==> src/rtl/instr_fetch_unit.sv <==
// Instruction fetch stage: owns the PC, fetches one word per instruction over a
// req/ack memory port and holds it until the datapath commits.
module instr_fetch_unit #(
  parameter logic [31:0] RESET_PC = 32'h0000_0000
) (
  input  logic        clk,
  input  logic        rst_n,
  input  logic        run,
  output logic        imem_req,
  output logic [31:0] imem_addr,
  input  logic        imem_ack,
  input  logic [31:0] imem_rdata,
  output logic [31:0] instr,
  output logic        instr_valid,
  output logic [31:0] pc,
  output logic [31:0] pc_plus4,
  input  logic        branch,
  input  logic        jump,
  input  logic        zero,
  input  logic        commit,
  output logic [31:0] retired,
  output logic [1:0]  state_dbg
);

  // Handshakes: imem_req stays high with imem_addr stable until a cycle with
  // imem_ack high, and that cycle transfers imem_rdata. instr_valid stays high
  // with instr/pc stable until a cycle with commit high, which retires it.
  typedef enum logic [1:0] {
    IDLE  = 2'd0,
    FETCH = 2'd1,
    EXEC  = 2'd2
  } state_t;

  state_t      state;
  logic [31:0] next_pc;
  logic [31:0] branch_off;

  assign pc_plus4  = pc + 32'd4;
  assign imem_addr = pc;
  assign state_dbg = state;

  // Jump keeps the 256 MB region of pc_plus4; branch offset is in words.
  always_comb begin
    branch_off = {{14{instr[15]}}, instr[15:0], 2'b00};
    next_pc    = pc_plus4;
    if (jump) begin
      next_pc = {pc_plus4[31:28], instr[25:0], 2'b00};
    end else if (branch && zero) begin
      next_pc = pc_plus4 + branch_off;
    end
  end

  always_ff @(posedge clk or negedge rst_n) begin
    if (!rst_n) begin
      state       <= IDLE;
      pc          <= RESET_PC;
      instr       <= 32'd0;
      retired     <= 32'd0;
      imem_req    <= 1'b0;
      instr_valid <= 1'b0;
    end else begin
      case (state)
        IDLE: begin
          if (run) begin
            state    <= FETCH;
            imem_req <= 1'b1;
          end
        end
        FETCH: begin
          if (imem_ack) begin
            instr       <= imem_rdata;
            state       <= EXEC;
            imem_req    <= 1'b0;
            instr_valid <= 1'b1;
          end
        end
        EXEC: begin
          if (commit) begin
            pc          <= next_pc;
            retired     <= retired + 32'd1;
            instr_valid <= 1'b0;
            if (run) begin
              state    <= FETCH;
              imem_req <= 1'b1;
            end else begin
              state <= IDLE;
            end
          end
        end
        default: begin
          state       <= IDLE;
          imem_req    <= 1'b0;
          instr_valid <= 1'b0;
        end
      endcase
    end
  end

endmodule

==> config.mk <==
export PLATFORM = sky130hd
export DESIGN_NAME = instr_fetch_unit
export DESIGN_NICKNAME = d
export VERILOG_FILES = /design/src/rtl/instr_fetch_unit.sv
export SDC_FILE = /design/constraint.sdc
export NUM_CORES = 1
export LEC_CHECK = 0
export ABC_CLOCK_PERIOD_IN_PS = 3100
export CORE_ASPECT_RATIO = 0.8
export CORE_MARGIN = 5
export CORE_UTILIZATION = 44
export CTS_CLUSTER_SIZE = 24
export DETAILED_ROUTE_END_ITERATION = 8
export PLACE_DENSITY_LB_ADDON = 0.25
export SYNTH_ARGS = -nofsm -noshare
export SYNTH_HDL_FRONTEND = slang
export SYNTH_SLANG_ARGS = --single-unit
==> constraint.sdc <==
create_clock -name clk -period 3.1 [get_ports clk]
set_input_delay 0.31 -clock clk [delete_from_list [all_inputs] [get_ports clk]]
set_output_delay 0.31 -clock clk [all_outputs]
set_load 0.02 [all_outputs]
## Yosys cells after proc, flatten, opt, wreduce, memory -nomap -nowiden

Cells that the tools add are included.

- Add/sub/neg operators: 3
- Equal/unequal tests: 5
- Mux-type cells: 14
- Bitwise logic cells: 1
- Reduce and logical (&&, ||, !) cells: 7

Operators by type and width:

| cell | number |
|---|---|
| $mux W32 | 2 |
| $add A32 B1 Y32 const B | 1 |
| $add A32 B3 Y32 const B | 1 |
| $add A32 B32 Y32 | 1 |
| $mux W1 | 6 |
| $mux W2 | 3 |
| $ne A2 B2 Y1 const B | 3 |
| $pmux W1 S3 | 2 |
| $pmux W2 S3 | 1 |
| $reduce_and A2 Y1 | 3 |
| $reduce_and A3 Y1 | 2 |
| $eq A2 B1 Y1 const B | 1 |
| $eq A2 B2 Y1 const B | 1 |
| $logic_not A2 Y1 | 1 |
| $logic_and A1 B1 Y1 | 1 |
| $not A1 Y1 | 1 |

- Register bits after elaboration: 100
- Bits of input ports: 40
- Output and inout port bits: 164
- Word-level logic and storage cells: 36

## Logic depth before layout (Yosys ltp)

- Depth after elaboration: 4
- Depth in mapped cells: 14
- Depth with buffers taken out: 14

## Worst setup path before layout

No wires, ideal clock.

- Kind: flip-flop to flip-flop
- Start: register pc[8], in the netlist imem_addr[8]
- End: register pc[27], in the netlist imem_addr[27]
- Library setup time: 126 ps
- Arrival: 3,713 ps
- Required time: 2,974 ps
- Path slack: -739 ps
- Cell stages (with the launch flop): 15
- Path buffers: 0
- Period minus slack after synthesis: 3,839 ps
- Cell sequence: dfrtp_1 and4_1 and3_2 and3_1 nand4_1 xnor2_1 ha_1 a21o_1 a221oi_1 o21ai_0 a2bb2oi_1 o31ai_4 o31a_2 a221oi_2 o21ai_1

- Word-level cells in the longest chain between the ends: 4

Ends and longest elaborated chain:

| element | line | text |
|---|---|---|
| start, declared | 15 | `output logic [31:0] pc,` |
| start signal, assigned | 79 | `pc <= next_pc;` |
| $add A32 B3 Y32 | 38 | `assign pc_plus4 = pc + 32'd4;` |
| via pc_plus4[20] | 16 | `output logic [31:0] pc_plus4,` |
| $add A32 B32 Y32 | 49 | `next_pc = pc_plus4 + branch_off;` |
| $mux W32 | 48 | `end else if (branch && zero) begin` |
| $mux W32 | 46 | `if (jump) begin` |

The timed path passes the listed nets, and every way through them passes these cells.
A chain may end at the register's enable or synchronous reset.

## Worst setup path after layout

- Start: register pc[2], in the netlist imem_addr[2]
- End: register pc[19], in the netlist imem_addr[19]

- Word-level cells in the longest chain between the ends: 4

Ends and longest elaborated chain:

| element | line |
|---|---|
| $add A32 B3 Y32 * | 38 |
| $add A32 B32 Y32 | 49 |
| $mux W32 * | 48 |
| $mux W32 * | 46 |

Mark *: on every way between the ends. The rest lies on a longest branch, timed or not.

==> results.sh <==
export IMPL_max_slew_margin_rel=0.5365
export IMPL_clock_insertion_delay_worst_skew_ns=0.36
export IMPL_r2r_setup_slack_ns=-0.19
export IMPL_post_synth_main_area_contributors="sky130_fd_sc_hd__dfrtp_1 (35%), sky130_fd_sc_hd__ha_1 (6.8%), sky130_fd_sc_hd__xnor2_1 (5.8%)"
export IMPL_maximum_net_fanout_on_the_critical_path=5
export IMPL_fillerInstances=1183
export IMPL_vias=7017
export IMPL_clock_skew_final_ns=0.01219
export IMPL_period_share=1.063
export IMPL_setup_tns_final_ns=-0.9977
export IMPL_place_worst_setup_slack_ns=-0.2882
export IMPL_initial_utilization=0.4451
export IMPL_failing_checks="hold timing, setup timing"
export IMPL_share_seq_of_total_power=0.167
export IMPL_drc=0
export IMPL_comb_power_frac=0.744
export IMPL_multi_input_area_mm2=0.004857
export IMPL_tritoncts="yes"
export IMPL_postLayoutSetupSlackWorst_ns=-0.1949
export IMPL_grt_total_usage=0.2603
export IMPL_hold_path_class="input pin to async pin"
export IMPL_drt_initial_drc_count=507
export IMPL_pwr_share_clk=0.089
export IMPL_drv_cap=0
export IMPL_via_per_inst=5.440
export IMPL_ant_nets=0
export IMPL_cellInternalPower_mw=7.428
export IMPL_flip_flop_and_latch_count_after_synthesis=98
export IMPL_yosys_warnings=0
export IMPL_fin_util=0.7092
export IMPL_post_synth_instance_area_mm2=0.006987
export IMPL_die_w_um=150.9
export IMPL_cts_root_buffer="sky130_fd_sc_hd__clkbuf_16"
export IMPL_layout_area_overhead_vs_synth_pct=59.33
export IMPL_die_y_um=122.7
export IMPL_avgRoutedWirePerCell_um=18.89
export IMPL_grt_antenna_before_repair=0
export IMPL_drive_above_1_share=0.3191
export IMPL_final_seq_area_mm2=0.002472
export IMPL_maximum_number_of_pins_on_one_net_before_global_route_repair=99
export IMPL_clock_tree_htree_level_count=3
export IMPL_cts_max_path_buffers=2
export IMPL_cts_sink_count=98
export IMPL_run_status="finished with violations"
export IMPL_p_leak_nw=4.888
export IMPL_peakVddDrop_mv=0.8271
export IMPL_postSynthCellCount=764
export IMPL_most_frequent_cells_after_synthesis="sky130_fd_sc_hd__dfrtp_1 (98), sky130_fd_sc_hd__nand2_1 (88), sky130_fd_sc_hd__nor2_1 (57)"
export IMPL_achievable_frequency_mhz=303.5
export IMPL_design_power_total_mw=13.66
export IMPL_worstSetupPathType="register to register"
export IMPL_place_port_buffers=197
export IMPL_grt_overflow_total=0
export IMPL_crit_path_end_kind="register"
export IMPL_hold_worst_slack_ns=-0.01745
export IMPL_required_ns=3.31
export IMPL_synth_edf_count=0
export IMPL_synth_top_cell_area_share=0.3510
export IMPL_final_net_count=1149
export IMPL_synth_async_reset_ratio=1.000
export IMPL_yosys_cell_count_top_type="sky130_fd_sc_hd__dfrtp_1"
export IMPL_gp_congestion=0.9192
export IMPL_critical_path_arrival_ns=3.51
export IMPL_grt_pass1_wl_um=37760
export IMPL_fp_dieArea_mm2=0.01851
export IMPL_firstDrtPassIters=5
export IMPL_yosys_area_top_type="sky130_fd_sc_hd__dfrtp_1"
export IMPL_worst_setup_hold_path_clk_slew_ns=0.07
export IMPL_power_density_mw_per_mm2=1227
export IMPL_number_of_buffers_inserted_during_clock_tree_synthesis=9
export IMPL_core_region_area_mm2=0.01570
export IMPL_power_share_switching=0.4562
export IMPL_total_number_of_placement_rows=41
export IMPL_distinct_cell_type_count_of_the_synthesized_netlist=73
export IMPL_top_level_ports=204
export IMPL_rsz0062_at_grt="yes"
export IMPL_power_net_switching_mw=6.231
export IMPL_count_of_final_setup_violators=12
export IMPL_register_area_share_after_synthesis=0.3510
export IMPL_place_hpwl_um=18150
export IMPL_timing_final_max_slew_violations=0
export IMPL_max_slew_worst_pin_slew_ns=0.6931
export IMPL_hold_violations=7
export IMPL_ys_flop_type="sky130_fd_sc_hd__dfrtp_1"
export IMPL_cts_hold_bufs=0
export IMPL_nature_of_the_critical_path_startpoint="register"
export IMPL_syn_mean_instance_area_um2=9.145
export IMPL_finalWirelength_um=24370
export IMPL_period_minus_slack_ns=3.295
export IMPL_antenna_diode_count=0
export IMPL_first_global_vias=6949
[sequential cells by signal (all words and copies together), names as in the netlist]
register	cells
imem_req	1
instr	32
retired	32
state_dbg	2
instr_valid	1
imem_addr	30
[path summary, 6_finish.rpt]
path	from	end	depth (start not counted)
setup / recovery	imem_addr[2]$_DFFE_PN0P_	imem_addr[19]$_DFFE_PN0P_	17
hold / removal	rst_n	instr[8]$_DFFE_PN0P_	2
setup reg to reg	imem_addr[2]$_DFFE_PN0P_	imem_addr[19]$_DFFE_PN0P_	17
hold reg to reg	retired[31]$_DFFE_PN0P_	retired[31]$_DFFE_PN0P_	1
max in group asynchronous	rst_n	imem_addr[2]$_DFFE_PN0P_	2
min in group clk	retired[31]$_DFFE_PN0P_	retired[31]$_DFFE_PN0P_	1
[final cells by class]
class,instances,share of cell area
Multi-Input combinational cell,595,0.4363
Clock buffer,10,0.02147
Timing Repair Buffer,351,0.2839
Sequential cell,98,0.2221
Clock inverter,6,0.006969
Inverter,15,0.005058
Tap cell,215,0.02417
[power by group through the flow]
stage | Combinational (mW) | Clock (mW) | Sequential [mW]
floorplan | 4.62 | 0 | 2.87
global placement | 8.97 | 0 | 2.23
detailed placement | 9.06 | 0 | 2.26
CTS | 9.36 | 1.24 | 2.25
global route | 10.8 | 1.30 | 2.34
finish | 10.2 | 1.22 | 2.28
[kinds of logic after synthesis]
group,Yosys count,synth area share
AO/OA/AOI/OAI,172,0.1671
XOR/XNOR,73,0.09259
flip-flops,98,0.3510
adder cells (fa/ha/maj),39,0.07092
other,1,0.0005367
multiplexers,41,0.06465
buffers and inverters,76,0.06912
AND/OR/NAND/NOR,264,0.1841
[per-stage QoR]
step	instances	instance area, um^2
after floorplan	769	7396
after global placement	1259	10260
after detailed placement	1259	10260
after CTS	1282	10760
after global routing	1290	11130
final	1290	11130
[cells in the final DEF, fill, tap and decap left out, drive strengths merged, types with 25 or more instances in the layout]
cell,instances
xnor2,46
mux2,33
nand2,89
nor2,57
nand3,40
o21ai,41
and3,25
clkdlybuf4s50,190
ha,38
xor2,27
buf,155
dfrtp,98
a21oi,45
[what timing repair did]
item                                    CTS  global route
setup buffers                             7             8
endpoints found under the setup margin   21            22
pin swaps                                15            30
resized for setup                        33            63
endpoints found under the hold margin     0             0
[worst max-delay path, stage by stage, from the launching register on]
cell,delay (ns)
sky130_fd_sc_hd__dfrtp_2,0.43
sky130_fd_sc_hd__buf_6,0.12
sky130_fd_sc_hd__nand3_4,0.08
sky130_fd_sc_hd__nor2_4,0.18
sky130_fd_sc_hd__buf_6,0.13
sky130_fd_sc_hd__and3_4,0.20
sky130_fd_sc_hd__xor2_4,0.17
sky130_fd_sc_hd__ha_4,0.22
sky130_fd_sc_hd__buf_6,0.13
sky130_fd_sc_hd__nand2_4,0.06
sky130_fd_sc_hd__o21ai_4,0.07
sky130_fd_sc_hd__o41ai_4,0.37
sky130_fd_sc_hd__buf_4,0.21
sky130_fd_sc_hd__nor2b_1,0.12
sky130_fd_sc_hd__o21ai_0,0.09
sky130_fd_sc_hd__a311oi_1,0.33
sky130_fd_sc_hd__buf_4,0.18
sky130_fd_sc_hd__o31ai_1,0.06
[per-layer routing]
layer	up-vias	wire, um	global-route usage
li1	3286	-	-
met1	3428	10840	0.3840
met2	282	11340	0.3995
met3	21	1877	0.04836
met4	0	309	0.05549
met5	-	0	0
(Power assumes the default switching activity.)
